File: src/rtl/serial_adder_pkg.sv
// Shared types and sizing helpers for the digit-serial adder/subtractor.
package serial_adder_pkg;

   typedef enum logic [1:0] {
      IDLE = 2'd0,
      RUN  = 2'd1,
      DONE = 2'd2
   } state_e;

   // Guarded so a bad DIGIT reaches the elaboration check instead of a divide by zero.
   function automatic int calc_steps(input int width, input int digit);
      return (digit > 0) ? (width / digit) : 1;
   endfunction

   function automatic int cnt_width(input int steps);
      return (steps > 1) ? $clog2(steps) : 1;
   endfunction

endpackage

File: src/rtl/serial_adder_n_adder_digit.sv
// Combinational ripple of DIGIT full-adder cells; c_msb is the carry into the top cell.
module adder_digit #(
   parameter int DIGIT = 1
) (
   input  logic [DIGIT-1:0] x,
   input  logic [DIGIT-1:0] y,
   input  logic             ci,
   output logic [DIGIT-1:0] s,
   output logic             co,
   output logic             c_msb
);

   always_comb begin
      logic cc;
      cc    = ci;
      c_msb = ci;
      s     = '0;
      for (int i = 0; i < DIGIT; i++) begin
         c_msb = cc;
         s[i]  = x[i] ^ y[i] ^ cc;
         cc    = (x[i] & y[i]) | (cc & (x[i] ^ y[i]));
      end
      co = cc;
   end

endmodule

File: src/rtl/serial_adder_n.sv
// Digit-serial WIDTH-bit adder/subtractor: DIGIT bits per cycle, carry held between steps,
// start/done handshake. start is taken only while busy=0; done is a one-cycle result pulse.
module serial_adder_n
   import serial_adder_pkg::*;
#(
   parameter int WIDTH = 8,
   parameter int DIGIT = 1
) (
   input  logic             clk,
   input  logic             rst_n,
   input  logic             start,
   input  logic             sub,
   input  logic [WIDTH-1:0] a,
   input  logic [WIDTH-1:0] b,
   input  logic             cin,
   output logic             busy,
   output logic             done,
   output logic [WIDTH-1:0] sum,
   output logic             cout,
   output logic             overflow
);

   localparam int STEPS = calc_steps(WIDTH, DIGIT);
   localparam int CW    = cnt_width(STEPS);

   if (WIDTH < 2 || DIGIT < 1 || (WIDTH % DIGIT) != 0) begin : g_bad_params
      $error("serial_adder_n: WIDTH must be >= 2 and DIGIT must divide WIDTH");
   end

   state_e           state_q, state_d;
   logic [WIDTH-1:0] a_q, a_d;
   logic [WIDTH-1:0] b_q, b_d;
   logic [WIDTH-1:0] psum_q, psum_d;
   logic [WIDTH-1:0] sum_q, sum_d;
   logic             carry_q, carry_d;
   logic             cout_q, cout_d;
   logic             ovf_q, ovf_d;
   logic [CW-1:0]    cnt_q, cnt_d;

   logic [DIGIT-1:0] dig_s;
   logic             dig_co;
   logic             dig_cmsb;

   adder_digit #(.DIGIT(DIGIT)) u_digit (
      .x     (a_q[DIGIT-1:0]),
      .y     (b_q[DIGIT-1:0]),
      .ci    (carry_q),
      .s     (dig_s),
      .co    (dig_co),
      .c_msb (dig_cmsb)
   );

   always_comb begin
      state_d = state_q;
      a_d     = a_q;
      b_d     = b_q;
      psum_d  = psum_q;
      sum_d   = sum_q;
      carry_d = carry_q;
      cout_d  = cout_q;
      ovf_d   = ovf_q;
      cnt_d   = cnt_q;
      unique case (state_q)
         IDLE, DONE: begin
            if (start) begin
               a_d     = a;
               b_d     = sub ? ~b : b;
               carry_d = sub ? 1'b1 : cin;
               cnt_d   = '0;
               state_d = RUN;
            end else begin
               state_d = IDLE;
            end
         end
         RUN: begin
            a_d     = a_q >> DIGIT;
            b_d     = b_q >> DIGIT;
            carry_d = dig_co;
            // New digit enters at the top; after STEPS shifts the word is in place.
            psum_d  = (psum_q >> DIGIT) | (WIDTH'(dig_s) << (WIDTH - DIGIT));
            cnt_d   = cnt_q + CW'(1);
            if (cnt_q == CW'(STEPS - 1)) begin
               sum_d   = psum_d;
               cout_d  = dig_co;
               ovf_d   = dig_cmsb ^ dig_co;
               state_d = DONE;
            end
         end
         default: state_d = IDLE;
      endcase
   end

   always_ff @(posedge clk or negedge rst_n) begin
      if (!rst_n) begin
         state_q <= IDLE;
         a_q     <= '0;
         b_q     <= '0;
         psum_q  <= '0;
         sum_q   <= '0;
         carry_q <= 1'b0;
         cout_q  <= 1'b0;
         ovf_q   <= 1'b0;
         cnt_q   <= '0;
      end else begin
         state_q <= state_d;
         a_q     <= a_d;
         b_q     <= b_d;
         psum_q  <= psum_d;
         sum_q   <= sum_d;
         carry_q <= carry_d;
         cout_q  <= cout_d;
         ovf_q   <= ovf_d;
         cnt_q   <= cnt_d;
      end
   end

   assign busy     = (state_q == RUN);
   assign done     = (state_q == DONE);
   assign sum      = sum_q;
   assign cout     = cout_q;
   assign overflow = ovf_q;

endmodule

File: config.mk
export PLATFORM = sky130hd
export DESIGN_NAME = serial_adder_n
export DESIGN_NICKNAME = d
export VERILOG_FILES = /design/src/rtl/serial_adder_pkg.sv /design/src/rtl/serial_adder_n_adder_digit.sv /design/src/rtl/serial_adder_n.sv
export SDC_FILE = /design/constraint.sdc
export NUM_CORES = 1
export LEC_CHECK = 0
export ABC_AREA = 1
export BUFFER_PORTS_ARGS = -buffer_cell sky130_fd_sc_hd__buf_2
export CORE_AREA = 2 2 61 63
export CTS_CLUSTER_DIAMETER = 100
export DETAILED_ROUTE_END_ITERATION = 10
export DIE_AREA = 0 0 63 65
export GPL_TIMING_DRIVEN = 0
export PLACE_DENSITY = 0.77
export SYNTH_ARGS = -nofsm -noshare
export SYNTH_HDL_FRONTEND = slang
export SYNTH_SLANG_ARGS = --single-unit
File: constraint.sdc
create_clock -name clk -period 3 [get_ports clk]
set_input_delay 0.75 -clock clk [delete_from_list [all_inputs] [get_ports clk]]
set_output_delay 0.75 -clock clk [all_outputs]
set_load 0.02 [all_outputs]
# After elaboration in Yosys (flattened, before gate mapping)
# Cells that the tools add are included.
[classes] n_addsub=1 n_eq_ne=5 mux=13 bitwise=8 n_reduce_logical=5
[op_table] operator="8-bit case mux with 2 select lines" n=2
[op_table] operator="8-bit 2-to-1 mux" n=3
[op_table] operator="8-bit inverter" n=1
[op_table] operator="7-bit by 8-bit bitwise OR with 8-bit output" n=1
[op_table] operator="3-bit case mux with 2 select lines" n=1
[op_table] operator="2-bit case mux with 2 select lines" n=1
[op_table] operator="2-bit AND reduction" n=2
[op_table] operator="3-bit by 1-bit adder with 3-bit output (second input constant)" n=1
[op_table] operator="3-bit equality test (second input constant)" n=1
[op_table] operator="1-bit 2-to-1 mux" n=3
[op_table] operator="3-bit 2-to-1 mux" n=1
[op_table] operator="1-bit bitwise XOR" n=3
[op_table] operator="1-bit AND" n=2
[op_table] operator="2-bit by 1-bit equality test with 1-bit output (second input constant)" n=1
[op_table] operator="2-bit equality test (second input constant)" n=1
[op_table] operator="2-bit zero test" n=1
[op_table] operator="2-bit 2-to-1 mux" n=1
[op_table] operator="2-bit by 1-bit inequality test with 1-bit output (second input constant)" n=1
[op_table] operator="2-bit inequality test (second input constant)" n=1
[op_table] operator="1-bit case mux with 2 select lines" n=1
[op_table] operator="2-bit nonzero test" n=1
[op_table] operator="2-bit OR reduction" n=1
[op_table] operator="1-bit bitwise OR" n=1
[totals] regBits=40 output_inout_bits=12 elab_cells=41

# Depth between registers and ports, before layout
# Gate-level depths: netlist of run 1.
[logic_depth] depth_word=4 depth_mapped=7 ltp_nobuf=6

# Cells and area by module
# A second synthesis of run 1 with hierarchy kept.
[hier_totals] hier_cells=228 area_unflattened_um2=1858.0
[by_module_without_submodules] mod="serial_adder_n" instances=1 cells_each=226 area_each_um2=1830.5 seq_area_each_um2=975.9
[by_module_without_submodules] mod="adder_digit" instances=1 cells_each=2 area_each_um2=27.5 seq_area_each_um2=0.0

# Worst setup path before layout of run 1
# No wires, ideal clock.
[synth_path] path_type="register to output" startpoint="reg state_q[0]" endpoint="out done" t_arrival_ps=820 required_time_ps=2250 path_slack_ps=1430 stages_incl_launch_ff=3 path_buffers=1 cell_sequence="dfrtp_1 > buf_6 > nor2_1"
[synth_via] elab_chain_cells=1
[synth_lines] element="start, declared" line="serial_adder_n.sv:30" rtl="state_e state_q, state_d;"
[synth_lines] element="start signal, assigned" line="serial_adder_n.sv:105" rtl="state_q <= state_d;"
[synth_lines] element="2-bit equality test" line="serial_adder_n.sv:118" rtl="assign done = (state_q == DONE);"
[synth_lines] element="end, declared" line="serial_adder_n.sv:17" rtl="output logic done,"
# Every way passes these cells.

# Worst setup path in the final report of run 1
[layout_path] startpoint="reg state_q[0]" endpoint="out busy"
[layout_via] elab_chain_cells=1
[layout_lines] element="2-bit by 1-bit equality test with 1-bit output" line="serial_adder_n.sv:117" rtl="assign busy = (state_q == RUN);"
[layout_lines] element="end, declared" line="serial_adder_n.sv:16" rtl="output logic busy,"
# Every way passes these cells.

==> impl_metrics.sql, run 1 <==
INSERT INTO impl_metrics (metric_group, metric, value, unit) VALUES
('outcome', 'status', 'completed', ''),
('timing', 'setup_viol', '0', ''),
('hold_path', 'hold_path.class', 'register to register', ''),
('yosys', 'postSynthRegisterBits', '39', ''),
('timing', 'fmax', '475', 'MHz'),
('critical_path', 'timing.critical_path.fanout_max', '10', ''),
('hold_path', 'timing.hold.worst_path_depth', '2', ''),
('clock_network', 'post_cts_resize_count', '0', ''),
('critical_path', 'worstPathArrival', '1350', 'ps'),
('yosys', 'mappedNetlistNets', '251', ''),
('routing', 'drc', '0', ''),
('layout', 'layout.nets', '289', ''),
('yosys', 'synth_cell_type_count', '20', ''),
('layout', 'final-seq-area', '976', 'µm²'),
('timing', 'timing.final.crit_period', '2100', 'ps'),
('critical_path', 'end_kind', 'output port', ''),
('global_routing', 'grt_antenna_before_repair', '0', ''),
('critical_path', 'crit_path_max_incr_delay', '390', 'ps'),
('timing', 'finalHoldViolations', '0', ''),
('yosys', 'synth.yosys.seq_area_share', '0.529', ''),
('power_and_ir_drop', 'totalPowerFinal', '2.09', 'mW'),
('clock_network', 'postCtsHoldBufs', '0', ''),
('critical_path', 'worstPathRequired', '2250', 'ps'),
('place', 'place_hpwl', '2360', 'µm'),
('power_and_ir_drop', 'leakagePower', '1.19', 'nW'),
('critical_path', 'slowest_stage', 'dfrtp_1', ''),
('layout', 'layout_cells_sized_above_1', '0.203', ''),
('place', 'gp_congestion', '0.780', ''),
('floorplanning', 'die_area', '4100', 'µm²'),
('power_and_ir_drop', 'seq_power_share', '0.430', ''),
('clock_network', 'cts_max_path_bufs', '2', ''),
('timing', 'hold_ws', '474', 'ps'),
('floorplanning', 'start_util', '0.528', ''),
('global_routing', 'grt_start_max_net_pins', '40', ''),
('floorplanning', 'die_width', '63', 'µm'),
('floorplanning', 'core.rowCount', '22', ''),
('routing', 'route.detailed.vias_per_inst', '4.85', ''),
('yosys', 'syn_inst', '227', ''),
('critical_path', 'timing.critical_path.from_type', 'register', ''),
('power_and_ir_drop', 'internal-power', '1.21', 'mW'),
('clock_network', 'clkSinkCount', '39', ''),
('critical_path', 'cp_cell_sequence', 'inv_2 > nor2_2 > buf_2 > buf_2', ''),
('clock_network', 'cts_post_setup_buffers_inserted', '0', ''),
('job', 'max_cap_viol_count', '0', ''),
('power_and_ir_drop', 'netSwitchingPower', '0.875', 'mW'),
('routing', 'detail_route.wirelength', '3360', 'µm'),
('critical_path', 'worst_reg2reg_setup_slack', '1640', 'ps'),
('critical_path', 'timing.critical_path.depth', '4', ''),
('power_and_ir_drop', 'power_switching_share', '0.419', ''),
('routing', 'firstDrtPassIters', '4', ''),
('global_routing', 'grt_first_pass_wirelength', '6040', 'µm'),
('yosys', 'yosys_warnings', '0', ''),
('layout', 'multi_input_area', '712', 'µm²'),
('layout', 'area_growth', '14.4', '%'),
('routing', 'drt_iter0_drc', '60', ''),
('power_and_ir_drop', 'vdd_drop_max', '418', 'µV'),
('layout', 'post_layout_utilization_of_the_core', '0.603', ''),
('clock_network', 'clock_insertion_delay_worst_skew', '340', 'ps'),
('power_and_ir_drop', 'comb_power_share', '0.449', ''),
('routing', 'routedWlPerCell', '10.7', 'µm'),
('clock_network', 'clock_tree_from_tritoncts', 'yes', ''),
('clock_network', 'cts-buffers-inserted', '5', ''),
('timing', 'fin_worst_skew', '4.01', 'ps'),
('power_and_ir_drop', 'power.density', '990', 'nW/µm²'),
('timing', 'slew_violations', '0', ''),
('critical_path', 'worst-setup-path-type', 'register to output port', ''),
('critical_path', 'r2r.worst_path.cells', '7', ''),
('layout', 'fillers', '350', ''),
('floorplanning', 'top_level_ports', '33', ''),
('timing', 'setup-tns-final', '0', 'ps'),
('yosys', 'netlist_area', '1840', 'µm²');
[power groups by stage]
stage	sequential, mW	clock [mW]	combinational (mW)
final	0.898	0.253	0.938
after global placement	0.899	0	0.925
after global routing	0.928	0.281	1.09
after floorplan	0.959	0	0.645
after CTS	0.899	0.255	0.952
after detailed placement	0.907	0	0.950
[cell usage after synthesis (all sizes together)]
cell     n  share of area
xor2     1         0.0047
nand2   99           0.21
inv     23          0.047
ha       2          0.014
nand3   37           0.10
a21oi    1         0.0027
buf      8          0.036
o21ai    8          0.022
clkbuf   1         0.0020
dfrtp   39           0.53
nor2     7          0.021
fa       1          0.011
[final timing paths]
check                            from        end
max                        state_q[0]       busy
min                         psum_q[5]     sum[4]
max reg2reg                  cnt_q[0]     sum[7]
min reg2reg                 psum_q[5]     sum[4]
max in group asynchronous       rst_n  psum_q[3]
min in group asynchronous       rst_n     b_q[4]
[logic make-up (layout without fill, tap and decap cells)]
| kind of cell | Yosys count | after routing | share of synthesized area |
|---|---|---|---|
| AOI/OAI and AO/OA | 9 | 9 | 0.0244 |
| xor gates and xnor gates | 1 | 1 | 0.00475 |
| adders and majority gates | 3 | 3 | 0.0244 |
| buffers and inverters | 32 | 71 | 0.0848 |
| DFF | 39 | 39 | 0.529 |
| and+or+nand+nor | 143 | 143 | 0.332 |
[tightest hold or removal path: stages, from the launching register on]
cell     delay, ps
dfrtp_1        350
nand2_1         50
nand2_1         40
[sequential cells by signal, summed over array words and instances (netlist names)]
register	cells
a_q	8
b_q	8
sum	8
psum_q	7
cnt_q	3
state_q	2
carry_q	1
cout	1
overflow	1
[stage by stage]
step	std cells	worst slack (ps)	area, µm²
5_1_grt	314	785	2110
3_3_place_gp	306	1280	2060
4_1_cts	314	876	2110
6_report	314	897	2110
2_1_floorplan	227	1430	1840
3_5_place_dp	306	1260	2060
[layout make-up]
class / instances / area share
flip-flops and latches: 39 / 0.463
multi-input cells: 156 / 0.337
repair buffers: 31 / 0.0735
inverters: 23 / 0.0409
plain buffers: 9 / 0.0332
well taps: 48 / 0.0285
clock buffers: 7 / 0.0214
clock inverters: 1 / 0.00237
[routing by layer]
metal	global-route usage	vias to the layer above	wire, µm
met5	0	-	0
li1	-	784	-
met1	0.256	700	1550
met3	0.0365	9	132
met2	0.303	31	1600
met4	0.0889	0	74
[placed cells by master, fill, tap and decap left out]
master	instances
inv_1	20
clkbuf_1	3
nand3_1	37
inv_2	3
nand2_2	1
nand2_4	2
buf_2	33
nor2_4	1
nand2_1	96
dfrtp_1	39
o21ai_1	5
nor2_2	2
fa_1	1
nor2_1	4
buf_4	3
o21ai_0	3
clkinv_2	1
xor2_1	1
ha_1	2
buf_6	3
clkbuf_4	5
a21oi_1	1
(Power assumes the default switching activity.)
==> inputs of run 2 (changes only) <==
--- a/config.mk
+++ b/config.mk
@@ -7,12 +7,12 @@
 export LEC_CHECK = 0
 export ABC_AREA = 1
 export BUFFER_PORTS_ARGS = -buffer_cell sky130_fd_sc_hd__buf_2
-export CORE_AREA = 2 2 61 63
+export CORE_AREA = 2 2 65 67
 export CTS_CLUSTER_DIAMETER = 100
 export DETAILED_ROUTE_END_ITERATION = 10
-export DIE_AREA = 0 0 63 65
+export DIE_AREA = 0 0 67 69
 export GPL_TIMING_DRIVEN = 0
-export PLACE_DENSITY = 0.77
+export PLACE_DENSITY = 0.72
 export SYNTH_ARGS = -nofsm -noshare
 export SYNTH_HDL_FRONTEND = slang
 export SYNTH_SLANG_ARGS = --single-unit
==> constraint.sdc (replaced) <==
create_clock -name clk -period 1.9 [get_ports clk]
set_input_delay 0.475 -clock clk [delete_from_list [all_inputs] [get_ports clk]]
set_output_delay 0.475 -clock clk [all_outputs]
set_load 0.02 [all_outputs]
==> run 2 against run 1 <==
Compared with the run above: critical path depth stayed put; largest cell class unchanged; power is 65% higher; hold slack worse by 200 ps.
==> impl_metrics.sql, run 2 (synthesized netlist as in run 1, its figures left out) <==
INSERT INTO impl_metrics (metric_group, metric, value, unit) VALUES
('critical_path', 'timing.critical_path.from_type', 'register', ''),
('timing', 'finalHoldViolations', '0', ''),
('global_routing', 'grt_use_met1', '0.251', ''),
('timing', 'layout_setup_ws', '124', 'ps'),
('routing', 'detail_route.wirelength', '3500', 'µm'),
('layout', 'fin_cells', '316', ''),
('critical_path', 'timing.critical_path.fanout_max', '10', ''),
('timing', 'fin_worst_skew', '9.20', 'ps'),
('power_and_ir_drop', 'power.density', '1600', 'nW/µm²'),
('critical_path', 'timing.critical_path.from', 'state_q[0]', ''),
('routing', 'drt_iter0_drc', '87', ''),
('critical_path', 'worstPathArrival', '1300', 'ps'),
('clock_network', 'cts-buffers-inserted', '5', ''),
('layout', 'top_library_cells_by_usage_in_the_layout_fill_and_taps_aside', 'nand2_1 (96), dfrtp_1 (39), nand3_1 (37)', ''),
('layout', 'post_layout_utilization_of_the_core', '0.549', ''),
('global_routing', 'track_usage', '0.172', ''),
('floorplanning', 'core.rowCount', '23', ''),
('routing', 'routedWlPerCell', '11.1', 'µm'),
('global_routing', 'grt_antenna_before_repair', '0', ''),
('place', 'place_worst_setup_slack', '436', 'ps'),
('global_routing', 'global_route.overflow_total', '0', ''),
('timing', 'slew_violations', '0', ''),
('global_routing', 'global_route.usage.met2', '0.232', ''),
('critical_path', 'worstPathRequired', '1420', 'ps'),
('clock_network', 'clock-root-buffer', 'clkbuf_8', ''),
('global_routing', 'grt_start_max_net_pins', '40', ''),
('place', 'gp_congestion', '0.733', ''),
('job', 'max_cap_viol_count', '0', ''),
('global_routing', 'grt_first_pass_wirelength', '6020', 'µm'),
('critical_path', 'crit_path_frequent_cell', 'buf_2', ''),
('routing', 'route.antenna.remaining_nets', '0', ''),
('timing', 'rsz_0062_raised_after_global_routing', 'false', ''),
('routing', 'drc', '0', ''),
('power_and_ir_drop', 'totalPowerFinal', '3.44', 'mW'),
('critical_path', 'critical_path.endpoint', 'busy', ''),
('place', 'number_of_buffers_added_on_ports', '31', ''),
('critical_path', 'worstReg2RegStart', 'cnt_q[0]', ''),
('layout', 'antennaDiodeCount', '0', ''),
('routing', 'num_vias', '1480', ''),
('timing', 'fmax', '563', 'MHz'),
('clock_network', 'htreeDepth', '2', ''),
('clock_network', 'clock_tree_from_tritoncts', 'yes', ''),
('layout', 'layout.nets', '289', ''),
('layout', 'layout_cells_sized_above_1', '0.207', ''),
('clock_network', 'clkSinkCount', '39', ''),
('critical_path', 'worstReg2RegEnd', 'cout', ''),
('power_and_ir_drop', 'leakagePower', '1.20', 'nW'),
('critical_path', 'cp_cell_sequence', 'inv_2 > nor2_2 > buf_2 > buf_2', ''),
('clock_network', 'post_cts_resize_count', '0', ''),
('routing', 'route.detailed.vias_per_inst', '4.68', ''),
('critical_path', 'r2r.worst_path.cells', '7', ''),
('floorplanning', 'top_level_ports', '33', ''),
('global_routing', 'grtUsageMet3', '0.0538', ''),
('timing', 'setup_viol', '0', ''),
('global_routing', 'grt_pass1_vias', '1297', ''),
('floorplanning', 'die_width', '67', 'µm'),
('outcome', 'status', 'completed', ''),
('floorplanning', 'dieHeight', '69', 'µm'),
('timing', 'timing.final.crit_period', '1780', 'ps'),
('hold_path', 'hold_path.class', 'primary input to asynchronous set/reset pin', ''),
('floorplanning', 'die_area', '4620', 'µm²'),
('clock_network', 'cts_max_path_bufs', '2', ''),
('timing', 'worstMarginPinSlew', '823', 'ps'),
('layout', 'mostFrequentLayoutCell', 'nand2_1', ''),
('power_and_ir_drop', 'vdd_drop_max', '663', 'µV'),
('place', 'place_hpwl', '2420', 'µm'),
('timing', 'post-route-period-util', '0.935', ''),
('floorplanning', 'start_util', '0.471', ''),
('timing', 'setup-tns-final', '0', 'ps'),
('global_routing', 'grt_most_used_layer', 'met1', ''),
('clock_network', 'cts_post_setup_buffers_inserted', '0', ''),
('floorplanning', 'core_area', '3910', 'µm²'),
('clock_network', 'path_clk_slew', '70', 'ps'),
('timing', 'slew_headroom', '0.451', ''),
('critical_path', 'worst_reg2reg_setup_slack', '570', 'ps'),
('critical_path', 'crit_path_max_incr_delay', '370', 'ps'),
('routing', 'firstDrtPassIters', '4', ''),
('critical_path', 'slowest_stage', 'dfrtp_1', ''),
('clock_network', 'clock_insertion_delay_worst_skew', '290', 'ps'),
('clock_network', 'postCtsHoldBufs', '0', ''),
('place', 'post-place-cells', '308', ''),
('layout', 'area_growth', '16.4', '%'),
('critical_path', 'worst-setup-path-type', 'register to output port', ''),
('critical_path', 'end_kind', 'output port', '');
==> run 2: changes by cell type in the layout (fill, tap and decap cells not counted) <==
cell	previous run	this run
clkbuf_4	5	0
clkbuf_8	0	5
clkbuf_1	3	2
clkinvlp_4	0	1
==> run 2: stage by stage <==
step / instance area [µm²] / hold slack [ps]
global placement: 2060 / 449
detailed placement: 2060 / 460
global route: 2150 / 349
finish: 2150 / 275
CTS: 2150 / 309
floorplan: 1840 / 179
==> run 2: metal layers <==
layer  up-vias  wire length [µm]
met4         0                69
met2        28              1550
met5         -                 0
met3         5               144
li1        780                 -
met1       667              1740
==> run 2: worst min path at each step <==
stage / start / endpoint
5_1_grt: rst_n / b_q[4]
3_5_place_dp: sum[3] / sum[3]
3_3_place_gp: psum_q[7] / sum[6]
2_1_floorplan: rst_n / a_q[0]
6_report: rst_n / sum[2]
4_1_cts: rst_n / b_q[4]
==> run 2: layout make-up <==
class	instances	area, µm²
clock inverters	2	12.5
well taps	50	62.6
repair buffers	31	155
clock buffers	6	72.6
multi-input cells	156	712
fillers	388	1770
plain buffers	9	70.1
inverters	23	86.3
flip-flops and latches	39	976
==> run 2: power breakdown <==
group | leakage, nW | internal [mW] | switching [mW]
clock network | 0.0412 | 0.256 | 0.287
logic | 0.671 | 0.565 | 0.914
registers | 0.491 | 1.21 | 0.211
==> run 2: worst max-delay path: cells and delay by family, from the launching register on <==
family,cells,cell delay (ps)
buf+inv,3,530
flops,1,370
simple gates,1,100
